==> src/rtl/fmem_rw_arbiter_if.sv <==
// Bus bundle between the pixel packer, display prefetcher, frame memory macro
// and the read/write arbiter that shares that memory between them.
interface fmem_rw_arbiter_if #(
   parameter int MEM_WIDTH  = 96,
   parameter int ADDR_WIDTH = 15
);
   logic                  i_wr_req;
   logic [ADDR_WIDTH-1:0] i_wr_addr;
   logic [MEM_WIDTH-1:0]  i_wr_data;
   logic                  o_wr_gnt;
   logic                  i_rd_req;
   logic [ADDR_WIDTH-1:0] i_rd_addr;
   logic                  o_rd_gnt;
   logic                  o_rd_valid;
   logic [MEM_WIDTH-1:0]  o_rd_data;
   logic                  o_fmem_csn;
   logic                  o_fmem_wen;
   logic [ADDR_WIDTH-1:0] o_fmem_addr;
   logic [MEM_WIDTH-1:0]  o_fmem_din;
   logic [MEM_WIDTH-1:0]  i_fmem_dout;
   logic                  i_clr;
   logic                  o_starve;
   logic                  o_addr_err;

   // Environment side: requesters, memory macro and status host.
   modport master (
      output i_wr_req, i_wr_addr, i_wr_data, i_rd_req, i_rd_addr, i_fmem_dout, i_clr,
      input  o_wr_gnt, o_rd_gnt, o_rd_valid, o_rd_data, o_fmem_csn, o_fmem_wen,
             o_fmem_addr, o_fmem_din, o_starve, o_addr_err
   );

   // Arbiter side.
   modport slave (
      input  i_wr_req, i_wr_addr, i_wr_data, i_rd_req, i_rd_addr, i_fmem_dout, i_clr,
      output o_wr_gnt, o_rd_gnt, o_rd_valid, o_rd_data, o_fmem_csn, o_fmem_wen,
             o_fmem_addr, o_fmem_din, o_starve, o_addr_err
   );
endinterface

==> src/rtl/fmem_rw_arbiter.sv <==
// Read-priority arbiter for the single-port frame memory, with a bounded
// write-starvation counter and registered memory pins / read data.
module fmem_rw_arbiter #(
   parameter int DATA_WIDTH   = 24,
   parameter int PIX_PER_WORD = 4,
   parameter int MEM_WIDTH    = DATA_WIDTH * PIX_PER_WORD,
   parameter int ADDR_DEPTH   = 19200,
   parameter int ADDR_WIDTH   = $clog2(ADDR_DEPTH),
   parameter int WR_MAX_WAIT  = 8
) (
   input logic             i_clk,
   input logic             rst_n,
   fmem_rw_arbiter_if.slave bus
);

   typedef enum logic [1:0] {S_IDLE, S_RD, S_WR, S_WR_F} state_t;

   state_t     state;
   state_t     next_state;
   logic [7:0] wait_cnt;
   logic       force_wr;
   logic       wr_gnt;
   logic       rd_gnt;
   logic       wr_hs;
   logic       rd_hs;
   logic       wr_bad;
   logic       rd_bad;
   logic       rd_bad_p1;
   logic       rd_p2;
   logic       rd_bad_p2;

   assign force_wr   = bus.i_wr_req & (wait_cnt >= 8'(WR_MAX_WAIT));
   assign wr_gnt     = bus.i_wr_req & (~bus.i_rd_req | force_wr);
   assign rd_gnt     = bus.i_rd_req & ~force_wr;
   assign bus.o_wr_gnt = wr_gnt;
   assign bus.o_rd_gnt = rd_gnt;
   assign wr_hs      = bus.i_wr_req & wr_gnt;
   assign rd_hs      = bus.i_rd_req & rd_gnt;
   assign wr_bad     = 32'(bus.i_wr_addr) >= ADDR_DEPTH;
   assign rd_bad     = 32'(bus.i_rd_addr) >= ADDR_DEPTH;

   // The state names the command type that goes to memory next cycle.
   always_comb begin
      next_state = S_IDLE;
      if (wr_hs) begin
         next_state = force_wr ? S_WR_F : S_WR;
      end else if (rd_hs) begin
         next_state = S_RD;
      end
   end

   always_ff @(posedge i_clk or negedge rst_n) begin
      if (!rst_n) begin
         state <= S_IDLE;
      end else begin
         state <= next_state;
      end
   end

   // Saturating count of consecutive cycles a pending write was denied.
   always_ff @(posedge i_clk or negedge rst_n) begin
      if (!rst_n) begin
         wait_cnt <= 8'd0;
      end else if (bus.i_wr_req & ~wr_gnt) begin
         if (wait_cnt != 8'hFF) begin
            wait_cnt <= wait_cnt + 8'd1;
         end
      end else begin
         wait_cnt <= 8'd0;
      end
   end

   // Memory pins, read-return pipeline and sticky status flags. Out-of-range
   // requests are acknowledged but never reach the macro; a suppressed read
   // still returns a zero word so the read client stays in step.
   always_ff @(posedge i_clk or negedge rst_n) begin
      if (!rst_n) begin
         bus.o_fmem_csn  <= 1'b1;
         bus.o_fmem_wen  <= 1'b1;
         bus.o_fmem_addr <= '0;
         bus.o_fmem_din  <= '0;
         bus.o_rd_valid  <= 1'b0;
         bus.o_rd_data   <= '0;
         bus.o_starve    <= 1'b0;
         bus.o_addr_err  <= 1'b0;
         rd_bad_p1       <= 1'b0;
         rd_p2           <= 1'b0;
         rd_bad_p2       <= 1'b0;
      end else begin
         bus.o_fmem_csn <= 1'b1;
         bus.o_fmem_wen <= 1'b1;
         if (wr_hs && !wr_bad) begin
            bus.o_fmem_csn  <= 1'b0;
            bus.o_fmem_wen  <= 1'b0;
            bus.o_fmem_addr <= bus.i_wr_addr;
            bus.o_fmem_din  <= bus.i_wr_data;
         end else if (rd_hs && !rd_bad) begin
            bus.o_fmem_csn  <= 1'b0;
            bus.o_fmem_addr <= bus.i_rd_addr;
         end
         rd_bad_p1     <= rd_hs & rd_bad;
         rd_p2         <= (state == S_RD);
         rd_bad_p2     <= rd_bad_p1;
         bus.o_rd_valid <= rd_p2;
         if (rd_p2) begin
            bus.o_rd_data <= rd_bad_p2 ? '0 : bus.i_fmem_dout;
         end
         bus.o_starve   <= (next_state == S_WR_F) | (bus.o_starve & ~bus.i_clr);
         bus.o_addr_err <= (wr_hs & wr_bad) | (rd_hs & rd_bad) | (bus.o_addr_err & ~bus.i_clr);
      end
   end

endmodule

==> src/flat_wrapper.sv <==
// flat-port wrapper written by rule: the top's interface ports become plain ports
module fmem_rw_arbiter_flat 
#(
   parameter int DATA_WIDTH   = 24,
   parameter int PIX_PER_WORD = 4,
   parameter int MEM_WIDTH    = DATA_WIDTH * PIX_PER_WORD,
   parameter int ADDR_DEPTH   = 19200,
   parameter int ADDR_WIDTH   = $clog2(ADDR_DEPTH),
   parameter int WR_MAX_WAIT  = 8
)
  (i_clk, rst_n, bus_i_wr_req, bus_i_wr_addr, bus_i_wr_data, bus_i_rd_req, bus_i_rd_addr, bus_i_fmem_dout, bus_i_clr, bus_o_wr_gnt, bus_o_rd_gnt, bus_o_rd_valid, bus_o_rd_data, bus_o_fmem_csn, bus_o_fmem_wen, bus_o_fmem_addr, bus_o_fmem_din, bus_o_starve, bus_o_addr_err);
  fmem_rw_arbiter_if #(.MEM_WIDTH(MEM_WIDTH), .ADDR_WIDTH(ADDR_WIDTH)) bus_i ();
  input logic i_clk;
  input logic rst_n;
  input wire logic [$bits(bus_i.i_wr_req)-1:0] bus_i_wr_req;
  input wire logic [$bits(bus_i.i_wr_addr)-1:0] bus_i_wr_addr;
  input wire logic [$bits(bus_i.i_wr_data)-1:0] bus_i_wr_data;
  input wire logic [$bits(bus_i.i_rd_req)-1:0] bus_i_rd_req;
  input wire logic [$bits(bus_i.i_rd_addr)-1:0] bus_i_rd_addr;
  input wire logic [$bits(bus_i.i_fmem_dout)-1:0] bus_i_fmem_dout;
  input wire logic [$bits(bus_i.i_clr)-1:0] bus_i_clr;
  output wire logic [$bits(bus_i.o_wr_gnt)-1:0] bus_o_wr_gnt;
  output wire logic [$bits(bus_i.o_rd_gnt)-1:0] bus_o_rd_gnt;
  output wire logic [$bits(bus_i.o_rd_valid)-1:0] bus_o_rd_valid;
  output wire logic [$bits(bus_i.o_rd_data)-1:0] bus_o_rd_data;
  output wire logic [$bits(bus_i.o_fmem_csn)-1:0] bus_o_fmem_csn;
  output wire logic [$bits(bus_i.o_fmem_wen)-1:0] bus_o_fmem_wen;
  output wire logic [$bits(bus_i.o_fmem_addr)-1:0] bus_o_fmem_addr;
  output wire logic [$bits(bus_i.o_fmem_din)-1:0] bus_o_fmem_din;
  output wire logic [$bits(bus_i.o_starve)-1:0] bus_o_starve;
  output wire logic [$bits(bus_i.o_addr_err)-1:0] bus_o_addr_err;
  assign bus_i.i_wr_req = bus_i_wr_req;
  assign bus_i.i_wr_addr = bus_i_wr_addr;
  assign bus_i.i_wr_data = bus_i_wr_data;
  assign bus_i.i_rd_req = bus_i_rd_req;
  assign bus_i.i_rd_addr = bus_i_rd_addr;
  assign bus_i.i_fmem_dout = bus_i_fmem_dout;
  assign bus_i.i_clr = bus_i_clr;
  assign bus_o_wr_gnt = bus_i.o_wr_gnt;
  assign bus_o_rd_gnt = bus_i.o_rd_gnt;
  assign bus_o_rd_valid = bus_i.o_rd_valid;
  assign bus_o_rd_data = bus_i.o_rd_data;
  assign bus_o_fmem_csn = bus_i.o_fmem_csn;
  assign bus_o_fmem_wen = bus_i.o_fmem_wen;
  assign bus_o_fmem_addr = bus_i.o_fmem_addr;
  assign bus_o_fmem_din = bus_i.o_fmem_din;
  assign bus_o_starve = bus_i.o_starve;
  assign bus_o_addr_err = bus_i.o_addr_err;
  fmem_rw_arbiter #(.DATA_WIDTH(DATA_WIDTH), .PIX_PER_WORD(PIX_PER_WORD), .MEM_WIDTH(MEM_WIDTH), .ADDR_DEPTH(ADDR_DEPTH), .ADDR_WIDTH(ADDR_WIDTH), .WR_MAX_WAIT(WR_MAX_WAIT)) u_core (.i_clk(i_clk), .rst_n(rst_n), .bus(bus_i));
endmodule
==> config.mk <==
export PLATFORM = sky130hd
export DESIGN_NAME = fmem_rw_arbiter_flat
export DESIGN_NICKNAME = d
export VERILOG_FILES = /design/src/rtl/fmem_rw_arbiter_if.sv /design/src/rtl/fmem_rw_arbiter.sv /design/src/flat_wrapper.sv
export SDC_FILE = /design/constraint.sdc
export NUM_CORES = 1
export LEC_CHECK = 0
export CORE_AREA = 2 2 171 173
export CTS_CLUSTER_SIZE = 28
export DETAILED_ROUTE_END_ITERATION = 8
export DIE_AREA = 0 0 173 175
export PLACE_DENSITY = 0.66
export SYNTH_ARGS = -nofsm -noshare
export SYNTH_HDL_FRONTEND = slang
export SYNTH_SLANG_ARGS = --single-unit
==> constraint.sdc <==
create_clock -name i_clk -period 3.7 [get_ports i_clk]
set_input_delay 0.37 -clock i_clk [delete_from_list [all_inputs] [get_ports i_clk]]
set_output_delay 0.37 -clock i_clk [all_outputs]
set_load 0.005 [all_outputs]
==> results of run 1 <==
flip-flops by register name, summed over array words and instances, names as in the netlist:
signal,count
u_core.bus.o_addr_err,1
u_core.bus.o_fmem_addr,15
u_core.bus.o_fmem_csn,1
u_core.bus.o_fmem_din,96
u_core.bus.o_fmem_wen,1
u_core.bus.o_rd_data,96
u_core.bus.o_rd_valid,1
u_core.bus.o_starve,1
u_core.rd_bad_p1,1
u_core.rd_bad_p2,1
u_core.rd_p2,1
u_core.state,2
u_core.wait_cnt,8
per-layer routing:
layer | up-vias | track usage | routed length [um]
li1 | 3466 | - | -
met4 | 0 | 0.0576 | 813
met5 | - | 0 | 0
met3 | 55 | 0.0544 | 2280
met2 | 314 | 0.308 | 13800
met1 | 3589 | 0.213 | 11200
how the worst min path moves through the flow:
stage,cells after the start,slack (ps),end,start
finish,0,350,u_core.rd_bad_p2,u_core.rd_bad_p1
global route,0,360,u_core.rd_bad_p2,u_core.rd_bad_p1
CTS,0,350,u_core.rd_bad_p2,u_core.rd_bad_p1
detailed placement,0,330,u_core.rd_bad_p2,u_core.rd_bad_p1
global placement,0,330,u_core.rd_bad_p2,u_core.rd_bad_p1
floorplan,0,70,u_core.bus.o_addr_err,rst_n
through the flow:
step	worst slack, ps	cells	instance area (sq um)	power, mW
6_report	749	1607	14900	7.23
5_1_grt	595	1607	14900	7.56
4_1_cts	718	1607	14900	7.32
3_5_place_dp	693	1558	14000	4.69
3_3_place_gp	696	1558	14000	4.66
2_1_floorplan	1730	768	9210	3.52
cells by family after synthesis:
family,Yosys count
mux,97
xor+xnor,1
buf+inv,151
compound gates,138
simple gates,150
fa+ha+maj,2
flops,225
other cells,1
cells in the final DEF (no fill, tap or decap), types with 4 or more instances in the layout:
| master | netlist | final |
|---|---|---|
| clkbuf_8 | 0 | 4 |
| nand3b_1 | 98 | 98 |
| clkinv_2 | 0 | 8 |
| mux2_4 | 19 | 19 |
| clkbuf_16 | 0 | 27 |
| nand3_1 | 15 | 15 |
| o21ai_0 | 111 | 111 |
| nor3_1 | 16 | 16 |
| buf_4 | 1 | 13 |
| nand2_1 | 4 | 4 |
| clkdlybuf4s50_1 | 0 | 439 |
| nor2_1 | 7 | 7 |
| a31oi_1 | 15 | 15 |
| inv_1 | 102 | 102 |
| dfrtp_1 | 223 | 221 |
| conb_1 | 1 | 4 |
| clkbuf_1 | 35 | 4 |
| mux2_2 | 77 | 77 |
where the power goes:
part / leakage, nW / switching [mW] / total (mW) / internal (mW)
Sequential: 2.71 / 0.209 / 3.02 / 2.82
Clock: 0.432 / 1.03 / 2.59 / 1.56
Combinational: 3.08 / 0.545 / 1.61 / 1.07
Total: 6.22 / 1.79 / 7.23 / 5.44
area by class of cell:
| class | instances | area share |
|---|---|---|
| clock buffers | 35 | 0.0501 |
| multi-input cells | 392 | 0.200 |
| clock inverters | 13 | 0.00849 |
| repair buffers | 455 | 0.305 |
| inverters | 103 | 0.0260 |
| well taps | 384 | 0.0323 |
| flip-flops and latches | 225 | 0.379 |
==> impl_metrics.json, run 1 <==
{
  "status": "finished, final reports clean",
  "postCtsSetupBuffers": 0,
  "areaGrowthSynthToFinish_pct": 61.9,
  "grt_max_degree": 84,
  "io_buffers": 440,
  "setup_viol": 0,
  "synth_xor_area_frac": 0.000953,
  "synth-simple-area-share": 0.109,
  "reg2regPathDepth": 6,
  "synth_adder_area_share": 0.00272,
  "fin_tns_setup_ps": 0,
  "slew_headroom": 0.492,
  "hold_ws_ps": 348,
  "grt_pass1_vias": 7644,
  "clk_pin_slew_ps": 60,
  "cp-endpoint": "bus_o_wr_gnt",
  "ys_seq_area_frac": 0.613,
  "initial_core_util": 0.324,
  "required_ps": 3330,
  "timing.final.hold_violations": 0,
  "clockBufferDepth": 3,
  "dp_hpwl_mm": 20.4,
  "drt_iter0_markers": 360,
  "ys_async_sr_fraction": 1.00,
  "post_drt_wl_per_cell_um": 17.5,
  "ant_nets": 0,
  "avgSynthCellArea_sq_um": 12.0,
  "htree_num_levels": 1,
  "cts_tree": "yes",
  "nets": 1432,
  "vdd_ir_drop_max_mv": 0.311,
  "synth_mux_area_frac": 0.126,
  "cts.sink_count": 225,
  "multiInputGateArea_sq_um": 2980,
  "fmax_mhz": 339,
  "grt_overflow": 0,
  "synth_edf_count": 0,
  "p_leak_nw": 6.22,
  "crit_cells": 4,
  "seqCellArea_sq_um": 5640,
  "vias_per_cell": 4.62,
  "layout-drive-gt1-share": 0.133,
  "dieArea_sq_um": 30300,
  "grt_pass1_wl_mm": 43.3,
  "yosys.cell_count.top_type": "dfrtp_1",
  "clk_latency_ps": 520,
  "worstPathArrival_ps": 2580,
  "slowest_delay_ps": 570,
  "drc": 0,
  "min_path_type": "reg -> reg",
  "firstDrtPassIters": 4,
  "clock_skew_ps": 15.6,
  "antenna_found_initial": 0,
  "worstPathCellList": "or4b_4 -> o21ai_4 -> inv_1 -> clkdlybuf4s50_1",
  "reg2reg_from": "u_core.wait_cnt[3]",
  "ys_types": 41,
  "placementRows": 62,
  "cp-end-kind": "primary output",
  "synth_area_leader_cell": "dfrtp_1",
  "routed_wirelength_mm": 28.0,
  "layout_min_cycle_time_ps": 2950,
  "crit_type": "reg -> out",
  "syn_area_sq_um": 9200,
  "postCtsHoldBufs": 1,
  "startpoint_type": "flip-flop",
  "ys_ff_latch": 225,
  "vias": 7424,
  "crit_slowest_cell": "or4b_4",
  "crit_family": "buffers and inverters",
  "ys.flop_type": "dfrtp_1",
  "synth-compound-area-share": 0.0821,
  "finalCritPeriodShare": 0.797,
  "r2r_slack_ps": 1080,
  "rsz0062_at_grt": "false",
  "cts_root_buffer": "clkbuf_16",
  "synth_top_family_by_area": "multiplexers",
  "synth_warnings": 0,
  "antenna_cells": 0,
  "nFillCells": 2544,
  "synthTopCellsByCount": "223 x dfrtp_1, 111 x o21ai_0, 102 x inv_1, 98 x nand3b_1, 77 x mux2_2",
  "core_sq_um": 28400,
  "critPathBufInv": 2,
  "dieWidth_um": 173,
  "cts_resized": 0,
  "io_pins": 441,
  "r2r_end": "u_core.bus.o_fmem_addr[14]",
  "worst_pin_slew_ps": 761,
  "die_y_um": 175,
  "synth_area_leaders": "dfrtp_1 61%, mux2_2 9.4%, nand3b_1 8.0%",
  "cp-startpoint": "u_core.wait_cnt[3]",
  "crit_fanout": 17,
  "yosysTopAreaCellShare": 0.607,
  "report.final.slew_viol_count": 0,
  "cts_made_buffers": 26,
  "synth_cells": 765,
  "gp_congestion": 0.834,
  "gr-usage-all-layers": 0.179,
  "power.density_nw_per_um2": 485,
  "cap_viol_max_count": 0,
  "fin_util": 0.524
}
Power figures use the tool's default switching activity.
==> run 2: changes to the inputs <==
--- a/config.mk
+++ b/config.mk
@@ -9,7 +9,7 @@
 export CTS_CLUSTER_SIZE = 28
 export DETAILED_ROUTE_END_ITERATION = 8
 export DIE_AREA = 0 0 173 175
-export PLACE_DENSITY = 0.66
+export PLACE_DENSITY = 0.69
 export SYNTH_ARGS = -nofsm -noshare
 export SYNTH_HDL_FRONTEND = slang
 export SYNTH_SLANG_ARGS = --single-unit
==> constraint.sdc (replaced) <==
create_clock -name i_clk -period 2.4 [get_ports i_clk]
set_input_delay 0.24 -clock i_clk [delete_from_list [all_inputs] [get_ports i_clk]]
set_output_delay 0.24 -clock i_clk [all_outputs]
set_load 0.005 [all_outputs]
==> impl_metrics.json, run 2 (synthesis gave the netlist of run 1 again) <==
{
  "status": "finished, final reports clean",
  "vdd_ir_drop_max_mv": 0.551,
  "dp_hpwl_mm": 19.6,
  "clk_pin_slew_ps": 60,
  "fin_cells": 1603,
  "reg.largest.list": "u_core.bus.o_fmem_din x96, u_core.bus.o_rd_data x96, u_core.bus.o_fmem_addr x15",
  "gr-usage-all-layers": 0.174,
  "grt_pass1_wl_mm": 42.5,
  "cp-endpoint": "bus_o_wr_gnt",
  "vias": 7413,
  "layout_min_cycle_time_ps": 2260,
  "post_drt_wl_per_cell_um": 17.0,
  "setup_viol": 0,
  "firstDrtPassIters": 5,
  "core_sq_um": 28400,
  "rsz0062_at_grt": "false",
  "clock_skew_ps": 11.3,
  "dpl.cell_count": 1561,
  "clockBufferDepth": 3,
  "dieArea_sq_um": 30300,
  "areaGrowthSynthToFinish_pct": 61.7,
  "antenna_found_initial": 0,
  "power.density_nw_per_um2": 719,
  "cts_made_buffers": 25,
  "worst_pin_slew_ps": 559,
  "cp-end-kind": "primary output",
  "layout-drive-gt1-share": 0.131,
  "drt_iter0_markers": 377,
  "drc": 0,
  "placementRows": 62,
  "initial_core_util": 0.324,
  "final_common_cell": "clkdlybuf4s50_1",
  "grt_overflow": 0,
  "gp_congestion": 0.866,
  "vias_per_cell": 4.62,
  "grt_max_degree": 93,
  "finalCritPeriodShare": 0.940,
  "cts_tree": "yes",
  "fmax_mhz": 443,
  "dieWidth_um": 173,
  "crit_type": "reg -> out",
  "finalPower_mw": 10.7,
  "timing.final.hold_violations": 0,
  "startpoint_type": "flip-flop",
  "reg2reg_from": "u_core.wait_cnt[4]",
  "fin_tns_setup_ps": 0,
  "cap_viol_max_count": 0,
  "mostFrequentLayoutCells": "437 x clkdlybuf4s50_1, 221 x dfrtp_1, 111 x o21ai_0, 102 x inv_1, 98 x nand3b_1",
  "worstPathArrival_ps": 2020,
  "htree_num_levels": 1,
  "min_path_type": "in -> async",
  "io_buffers": 440,
  "cp-startpoint": "u_core.wait_cnt[4]",
  "required_ps": 2160,
  "antenna_cells": 0,
  "nets": 1437,
  "report.final.slew_viol_count": 0,
  "io_pins": 441,
  "ant_nets": 0,
  "cts.sink_count": 225,
  "reg2regPathDepth": 6,
  "cts_root_buffer": "clkbuf_16",
  "crit_fanout": 4,
  "grt_pass1_vias": 7672,
  "clk_latency_ps": 510,
  "slew_headroom": 0.628,
  "p_leak_nw": 6.21,
  "routed_wirelength_mm": 27.2,
  "r2r_slack_ps": 340,
  "die_y_um": 175,
  "r2r_end": "u_core.bus.o_fmem_addr[14]"
}
-- run 2: how the worst min path moves through the flow --
stage                     cells past startpoint                 from                         to  slack [ps]
after global placement                        1                rst_n  u_core.bus.o_fmem_din[36]         240
after floorplan                               0                rst_n      u_core.bus.o_addr_err         -60
after CTS                                     2                rst_n  u_core.bus.o_fmem_din[54]         280
after global routing                          3  bus_i_fmem_dout[54]   u_core.bus.o_rd_data[54]         290
final                                         2                rst_n  u_core.bus.o_fmem_din[36]         270
after detailed placement                      1                rst_n  u_core.bus.o_fmem_din[54]         240
-- run 2: cell type report --
cell class,instances,area [sq um]
Clock buffer,32,682
Tap cell,384,480
Sequential cell,225,5640
Fill cell,2481,13500
Inverter,103,387
Timing Repair Buffer,461,4640
Clock inverter,6,55.1
Multi-Input combinational cell,392,2980
-- run 2: metal layers --
metal,GRT usage,vias to the layer above,share of wire
met5,0,-,0
met1,0.216,3566,0.40
met4,0.0533,0,0.025
met2,0.289,334,0.48
met3,0.0542,50,0.089
li1,-,3463,-
-- run 2: power breakdown --
group	switching, mW	internal (mW)	total, mW
sequential	0.313	4.34	4.66
combinational	0.844	1.66	2.50
clock	1.46	2.08	3.54
total	2.61	8.08	10.7
-- run 2: repair_timing --
item,4_1_cts,5_1_grt
endpoints found under the hold margin,60,0
buffers inserted,3,0
endpoints found under the setup margin,2,0
resized for setup,3,0
hold buffers,1,0
-- run 2: stage by stage --
stage,utilization,hold slack [ps],setup WS (ps),area [sq um]
after global routing,0.524,287,69.1,14900
after floorplan,-,-55.6,427,9210
after CTS,0.524,279,110,14900
after detailed placement,0.496,243,180,14100
final,0.524,271,145,14900
after global placement,0.496,244,181,14100
-- run 2: critical path, stage by stage, from the launching register on --
cell,delay [ps]
dfrtp_1,430
or4b_4,550
o21ai_4,160
inv_1,90
dlygate4sd2_1,280
